<file path="src/rtl/spi_pkg.sv">
// Shared types and constants for the SPI mode-0 responder.
// Imported by the responder top and its TX FIFO.
package spi_pkg;

    typedef logic [7:0] spi_byte_t;

    typedef enum logic {
        IDLE   = 1'b0,
        ACTIVE = 1'b1
    } state_t;

    localparam spi_byte_t IDLE_BYTE_DEF = 8'hFF;

endpackage

</file>
<file path="src/rtl/spi_tx_fifo.sv">
// Small TX byte FIFO; pointers carry an extra wrap bit for full/empty.
// Head is shown combinationally so a pop can load it the same cycle.
module spi_tx_fifo
    import spi_pkg::*;
#(
    parameter int DEPTH = 4
) (
    input  logic      clk,
    input  logic      rst,
    input  logic      push,
    input  spi_byte_t wr_data,
    input  logic      pop,
    output spi_byte_t rd_data,
    output logic      full,
    output logic      empty
);

    localparam int AW = $clog2(DEPTH);

    logic [AW:0] wptr;
    logic [AW:0] rptr;
    logic        do_push;
    logic        do_pop;
    spi_byte_t   mem [DEPTH];

    assign empty   = (wptr == rptr);
    assign full    = (wptr[AW] != rptr[AW]) &&
                     (wptr[AW-1:0] == rptr[AW-1:0]);
    assign do_push = push && !full;
    assign do_pop  = pop && !empty;
    assign rd_data = mem[rptr[AW-1:0]];

    always_ff @(posedge clk or posedge rst) begin
        if (rst) begin
            wptr <= '0;
            rptr <= '0;
        end else begin
            if (do_push)
                wptr <= wptr + {{AW{1'b0}}, 1'b1};
            if (do_pop)
                rptr <= rptr + {{AW{1'b0}}, 1'b1};
        end
    end

    always_ff @(posedge clk) begin
        if (do_push)
            mem[wptr[AW-1:0]] <= wr_data;
    end

endmodule

</file>
<file path="src/rtl/spi_responder.sv">
// SPI mode-0 target: oversampled SCLK/MOSI/CS_N, RX holding register,
// MSB-first TX from a FIFO with IDLE_BYTE fill on underrun.
module spi_responder
    import spi_pkg::*;
#(
    parameter int        TX_FIFO_DEPTH = 4,
    parameter int        SYNC_STAGES   = 2,
    parameter spi_byte_t IDLE_BYTE     = IDLE_BYTE_DEF
) (
    input  logic       clk,
    input  logic       rst,
    input  logic       IN_SPI_clk,
    input  logic       IN_SPI_mosi,
    input  logic       IN_SPI_cs_n,
    output logic       OUT_SPI_miso,
    output logic       OUT_SPI_misoOe,
    input  logic [7:0] IN_txData,
    input  logic       IN_txValid,
    output logic       OUT_txReady,
    output logic [7:0] OUT_rxData,
    output logic       OUT_rxValid,
    input  logic       IN_rxReady,
    output logic       OUT_rxOverrun,
    output logic       OUT_txUnderrun,
    input  logic       IN_clrErr,
    output logic       OUT_busy
);

    state_t state, state_n;

    logic [SYNC_STAGES-1:0] sclk_sync;
    logic [SYNC_STAGES-1:0] mosi_sync;
    logic [SYNC_STAGES-1:0] cs_sync;
    logic sclk_s, mosi_s, cs_s;
    logic sclk_q, cs_q;
    logic rise, fall, select, deselect;

    logic [2:0] bit_cnt, bit_cnt_n;
    spi_byte_t  tx_shift, tx_shift_n;
    logic [6:0] rx_shift, rx_shift_n;
    logic       oe, oe_n;
    logic       load, byte_done;
    logic       und_set, ovr_set;
    spi_byte_t  rx_byte;

    spi_byte_t fifo_head;
    logic      fifo_full, fifo_empty;

    spi_byte_t rx_data;
    logic      rx_valid;
    logic      rx_overrun;
    logic      tx_underrun;

    spi_tx_fifo #(
        .DEPTH(TX_FIFO_DEPTH)
    ) u_fifo (
        .clk    (clk),
        .rst    (rst),
        .push   (IN_txValid),
        .wr_data(IN_txData),
        .pop    (load),
        .rd_data(fifo_head),
        .full   (fifo_full),
        .empty  (fifo_empty)
    );

    always_ff @(posedge clk or posedge rst) begin
        if (rst) begin
            sclk_sync <= '0;
            mosi_sync <= '0;
            cs_sync   <= '1;
            sclk_q    <= 1'b0;
            cs_q      <= 1'b1;
        end else begin
            sclk_sync <= {sclk_sync[SYNC_STAGES-2:0], IN_SPI_clk};
            mosi_sync <= {mosi_sync[SYNC_STAGES-2:0], IN_SPI_mosi};
            cs_sync   <= {cs_sync[SYNC_STAGES-2:0], IN_SPI_cs_n};
            sclk_q    <= sclk_s;
            cs_q      <= cs_s;
        end
    end

    assign sclk_s   = sclk_sync[SYNC_STAGES-1];
    assign mosi_s   = mosi_sync[SYNC_STAGES-1];
    assign cs_s     = cs_sync[SYNC_STAGES-1];
    assign rise     = sclk_s && !sclk_q;
    assign fall     = !sclk_s && sclk_q;
    assign select   = cs_q && !cs_s;
    assign deselect = !cs_q && cs_s;

    always_ff @(posedge clk or posedge rst) begin
        if (rst)
            state <= IDLE;
        else
            state <= state_n;
    end

    always_comb begin
        state_n    = state;
        bit_cnt_n  = bit_cnt;
        tx_shift_n = tx_shift;
        rx_shift_n = rx_shift;
        oe_n       = oe;
        load       = 1'b0;
        byte_done  = 1'b0;
        unique case (state)
            IDLE: begin
                if (select) begin
                    state_n   = ACTIVE;
                    bit_cnt_n = '0;
                    oe_n      = 1'b1;
                    load      = 1'b1;
                end
            end
            ACTIVE: begin
                // Deselect wins over any edge seen in the same cycle
                if (deselect) begin
                    state_n    = IDLE;
                    oe_n       = 1'b0;
                    tx_shift_n = '0;
                    bit_cnt_n  = '0;
                end else if (rise) begin
                    rx_shift_n = {rx_shift[5:0], mosi_s};
                    bit_cnt_n  = bit_cnt + 3'd1;
                    byte_done  = (bit_cnt == 3'd7);
                end else if (fall) begin
                    if (bit_cnt != 3'd0)
                        tx_shift_n = {tx_shift[6:0], 1'b0};
                    else
                        load = 1'b1;
                end
            end
            default: ;
        endcase
        if (load)
            tx_shift_n = fifo_empty ? IDLE_BYTE : fifo_head;
    end

    assign und_set = load && fifo_empty;
    assign rx_byte = {rx_shift, mosi_s};
    assign ovr_set = byte_done && rx_valid && !IN_rxReady;

    always_ff @(posedge clk or posedge rst) begin
        if (rst) begin
            bit_cnt     <= '0;
            tx_shift    <= '0;
            rx_shift    <= '0;
            oe          <= 1'b0;
            rx_data     <= '0;
            rx_valid    <= 1'b0;
            rx_overrun  <= 1'b0;
            tx_underrun <= 1'b0;
        end else begin
            bit_cnt     <= bit_cnt_n;
            tx_shift    <= tx_shift_n;
            rx_shift    <= rx_shift_n;
            oe          <= oe_n;
            rx_overrun  <= ovr_set || (rx_overrun && !IN_clrErr);
            tx_underrun <= und_set || (tx_underrun && !IN_clrErr);
            if (byte_done && (!rx_valid || IN_rxReady)) begin
                rx_data  <= rx_byte;
                rx_valid <= 1'b1;
            end else if (rx_valid && IN_rxReady) begin
                rx_valid <= 1'b0;
            end
        end
    end

    assign OUT_SPI_miso   = tx_shift[7];
    assign OUT_SPI_misoOe = oe;
    assign OUT_txReady    = !fifo_full;
    assign OUT_rxData     = rx_data;
    assign OUT_rxValid    = rx_valid;
    assign OUT_rxOverrun  = rx_overrun;
    assign OUT_txUnderrun = tx_underrun;
    assign OUT_busy       = (state == ACTIVE);

endmodule

</file>
<file path="config.mk">
export PLATFORM = sky130hd
export DESIGN_NAME = spi_responder
export DESIGN_NICKNAME = d
export VERILOG_FILES = /design/src/rtl/spi_pkg.sv /design/src/rtl/spi_tx_fifo.sv /design/src/rtl/spi_responder.sv
export SDC_FILE = /design/constraint.sdc
export NUM_CORES = 1
export LEC_CHECK = 0
export CAP_MARGIN = 20
export CORE_MARGIN = 3
export CORE_UTILIZATION = 35
export DETAILED_ROUTE_END_ITERATION = 10
export PLACE_DENSITY_LB_ADDON = 0.15
export SETUP_SLACK_MARGIN = 0.1
export SYNTH_ARGS = -nofsm -noshare
export SYNTH_HDL_FRONTEND = slang
export SYNTH_SLANG_ARGS = --single-unit
export TNS_END_PERCENT = 5
</file>
<file path="constraint.sdc">
create_clock -name clk -period 2.8 [get_ports clk]
set_input_delay 0.42 -clock clk [delete_from_list [all_inputs] [get_ports clk]]
set_output_delay 0.42 -clock clk [all_outputs]
set_load 0.1 [all_outputs]
</file>
==> summary.md <==
| Metric | Value |
|---|---|
| Yosys warns | `0` |
| Register area share after synthesis | `65.1%` |
| Fin. Hold Viols | `0` |
| Die area | `10400 um^2` |
| Drt pass-1 iters | `6` |
| Crit path max-delay cell type | `dfrtp_1` |
| Peak supply drop | `0.765 mV` |
| Final worst slack | `498 ps` |
| Hpwl dp | `3.84 mm` |
| Clk root buf | `clkbuf_8` |
| CTS H-Tree Depth | `3` |
| Clock Path Buffers | `2` |
| # diodes | `0` |
| PortBufs | `30` |
| Least-Margin Pin Slew | `about 740 ps` |
| Max Slew Vio Count | `0` |
| GRT overflow | `0` |
| PostCTS Resize Cnt | `0` |
| Fill cell count | `812` |
| Num rows | `34` |
| Most common cell after layout, fill and taps aside | `dfrtp_1` |
| Crit path kind | `reg -> out` |
| Chip height | `around 100 um` |
| Tmin final | `2300 ps` |
| Ys async rst share | `58.4%` |
| Gr usage total | `11.8%` |
| Max Cap Viol | `0` |
| Syn Nets | `232` |
| Crit path buf inv count | `2` |
| Core region area | `8810 um^2` |
| Vias | `around 1800` |
| CP Launch Type | `flop` |
| Largest stage delay, worst path | `710 ps` |
| WL/cell | `about 15 um` |
| Die Wd | `102 um` |
| Clk slew on worst S/H paths | `90 ps` |
| Reg area | `2090 um^2` |
| Mapped cell area | `3210 um^2` |
| Clk_lat worst skew | `approximately 350 ps` |
| Post-Syn Area per Cell | `around 15 um^2` |
| DRT Wirelength | `5.51 mm` |
| Postcts setup bufs | `0` |
| WP data arrival | `1880 ps` |
| Hold Crit Class | `reg -> reg` |
| Top FF cell, synth | `dfrtp_1` |
| Clock Sinks | `77` |
| CTS buffer count | `9` |
| Fraction of layout cells with a size suffix above 1 | `31.0%` |
| DP Area | `3610 um^2` |
| Critical Path Sink Type | `output port` |
| Fin Clk Skew | `11.2 ps` |
| Outcome | `completed` |
| Synthesized netlist cell count | `208` |
| CP Max Fanout | `10` |
| Worst slew margin | `50.3%` |
| Final Cell Area | `3820 um^2` |
| Period utilization | `between 80 and 90%` |
| Routability cong. | `0.740` |
| Vias/cell | `4.91` |
| Nets | `271` |
| Place WS | `between 700 and 800 ps` |
| #FFs+latches synth | `77` |
| RSZ-0062 raised after global routing | `false` |
| Most frequent cells in the layout | `42 x dfrtp_1, 32 x edfxtp_1, 19 x buf_4` |
| Multi-input logic area | `1020 um^2` |
| Pwr dens | `959 nW/um^2` |
| Setup TNS | `0 ps` |
| Vias in the first global route | `1796` |
| I/O pin total | `31` |
| DR iter-0 viols | `59` |
| Endpoints failing setup | `0` |
| TritonCTS clock tree | `yes` |
| Hold_buf cts | `0` |
| Residual DRC count | `0` |
| Initial antenna violation count | `0` |
| Pin count of the biggest net entering global routing | `46` |
| Starting density of the core | `36.5%` |
| Area Growth Syn to Fin | `18.9%` |
| Post-synthesis cell type count | `39` |
| Max frequency | `434 MHz` |
| Critical path required time | `2380 ps` |
| First-pass GRT wire length | `9.17 mm` |
| Crit path max-delay family | `flip-flops` |
| Critical Path, Cell by Cell | `xnor2_1 -> buf_4 -> nand3_1 -> buf_12` |
| Antenna viol nets, final | `0` |
| EDFF count, synth | `32` |
| Leakage | `0.00155 uW` |
==> metrics by stage <==
stage          utilization [%]  power (uW)  cells  hold slack [ps]
2_1_floorplan                -        2500    208              331
3_3_place_gp              40.9        2820    344              332
3_5_place_dp              40.9        2820    344              336
4_1_cts                   43.4        3720    360              357
5_1_grt                   43.4        3900    360              370
6_report                  43.4        3660    360              353
==> path summary, 6_finish.rpt <==
| path | cells after the start | endpoint | slack, ps | start |
|---|---|---|---|---|
| hold / removal | 0 | mosi_sync[1] | 350 | mosi_sync[0] |
| setup / recovery | 4 | OUT_txReady | 500 | u_fifo.rptr[0] |
| hold reg to reg | 0 | mosi_sync[1] | 350 | mosi_sync[0] |
| min in group asynchronous | 3 | mosi_sync[0] | 520 | rst |
| max in group asynchronous | 3 | u_fifo.wptr[2] | 1880 | rst |
| setup reg to reg | 3 | u_fifo.mem[3][5] | 740 | u_fifo.rptr[0] |
==> power breakdown <==
| part | total [uW] | internal, uW | leakage (uW) | switching, uW |
|---|---|---|---|---|
| registers | 1630 | 1440 | 0.000859 | 196 |
| logic | 1150 | 504 | 0.000585 | 642 |
| clock network | 881 | 435 | 0.000106 | 447 |
==> metal layers <==
metal,vias up,share of wire (%),track usage [%]
met5,-,0,0
met4,0,1.4,3.99
met3,5,4.0,4.61
met2,33,45,16.2
met1,874,50,17.0
li1,856,-,-
==> kinds of logic (layout without fill, tap and decap cells) <==
kind of cell	Yosys count	count (layout)	share of synthesized area (%)
AOI/OAI and AO/OA	40	40	9.04
adders and majority gates	9	9	3.43
buffers and inverters	20	64	3.16
DFF	77	77	65.1
xor gates and xnor gates	8	8	2.18
and+or+nand+nor	29	29	5.38
muxes	25	25	11.7
==> cell type report <==
type,count,share of cell area (%)
multi-input combinational,111,26.7
sequential,77,54.8
clock buffer,9,3.24
inverter,13,1.28
clock inverter,7,2.33
timing repair buffer,35,8.19
tap,108,3.54
==> worst reg2reg max path, delay by kind of cell, from the launching register on <==
family,cells,cell delay [ps]
compound gates,1,350
xor+xnor,1,180
flops,1,710
simple gates,1,460
==> cells in the mapped netlist, drive strengths merged, types with 2 or more instances <==
library cell   n  area share (%)
and2           4            0.78
nand2          5            0.58
dfrtp         42              33
a32o           6             1.9
a21oi          4            0.62
mux2          17             6.1
nand2b         3            0.58
nor2           4            0.47
mux4           8             5.6
ha             8             3.1
a31oi          9             1.9
buf            7             1.6
o22ai          3            0.58
dfstp          3             2.5
xor2           2            0.55
or2            6             1.2
inv           13             1.5
a22o           3            0.82
o21ai         11             1.8
nand3          3            0.78
xnor2          6             1.6
edfxtp        32              30
==> state kept, by name, indices dropped and copies added (netlist names), 2 cells and up <==
name	cells
OUT_rxData	8
bit_cnt	3
cs_sync	2
mosi_sync	2
rx_shift	7
sclk_sync	2
tx_shift	8
u_fifo.mem	32
u_fifo.rptr	3
u_fifo.wptr	3
(Power assumes the default switching activity.)
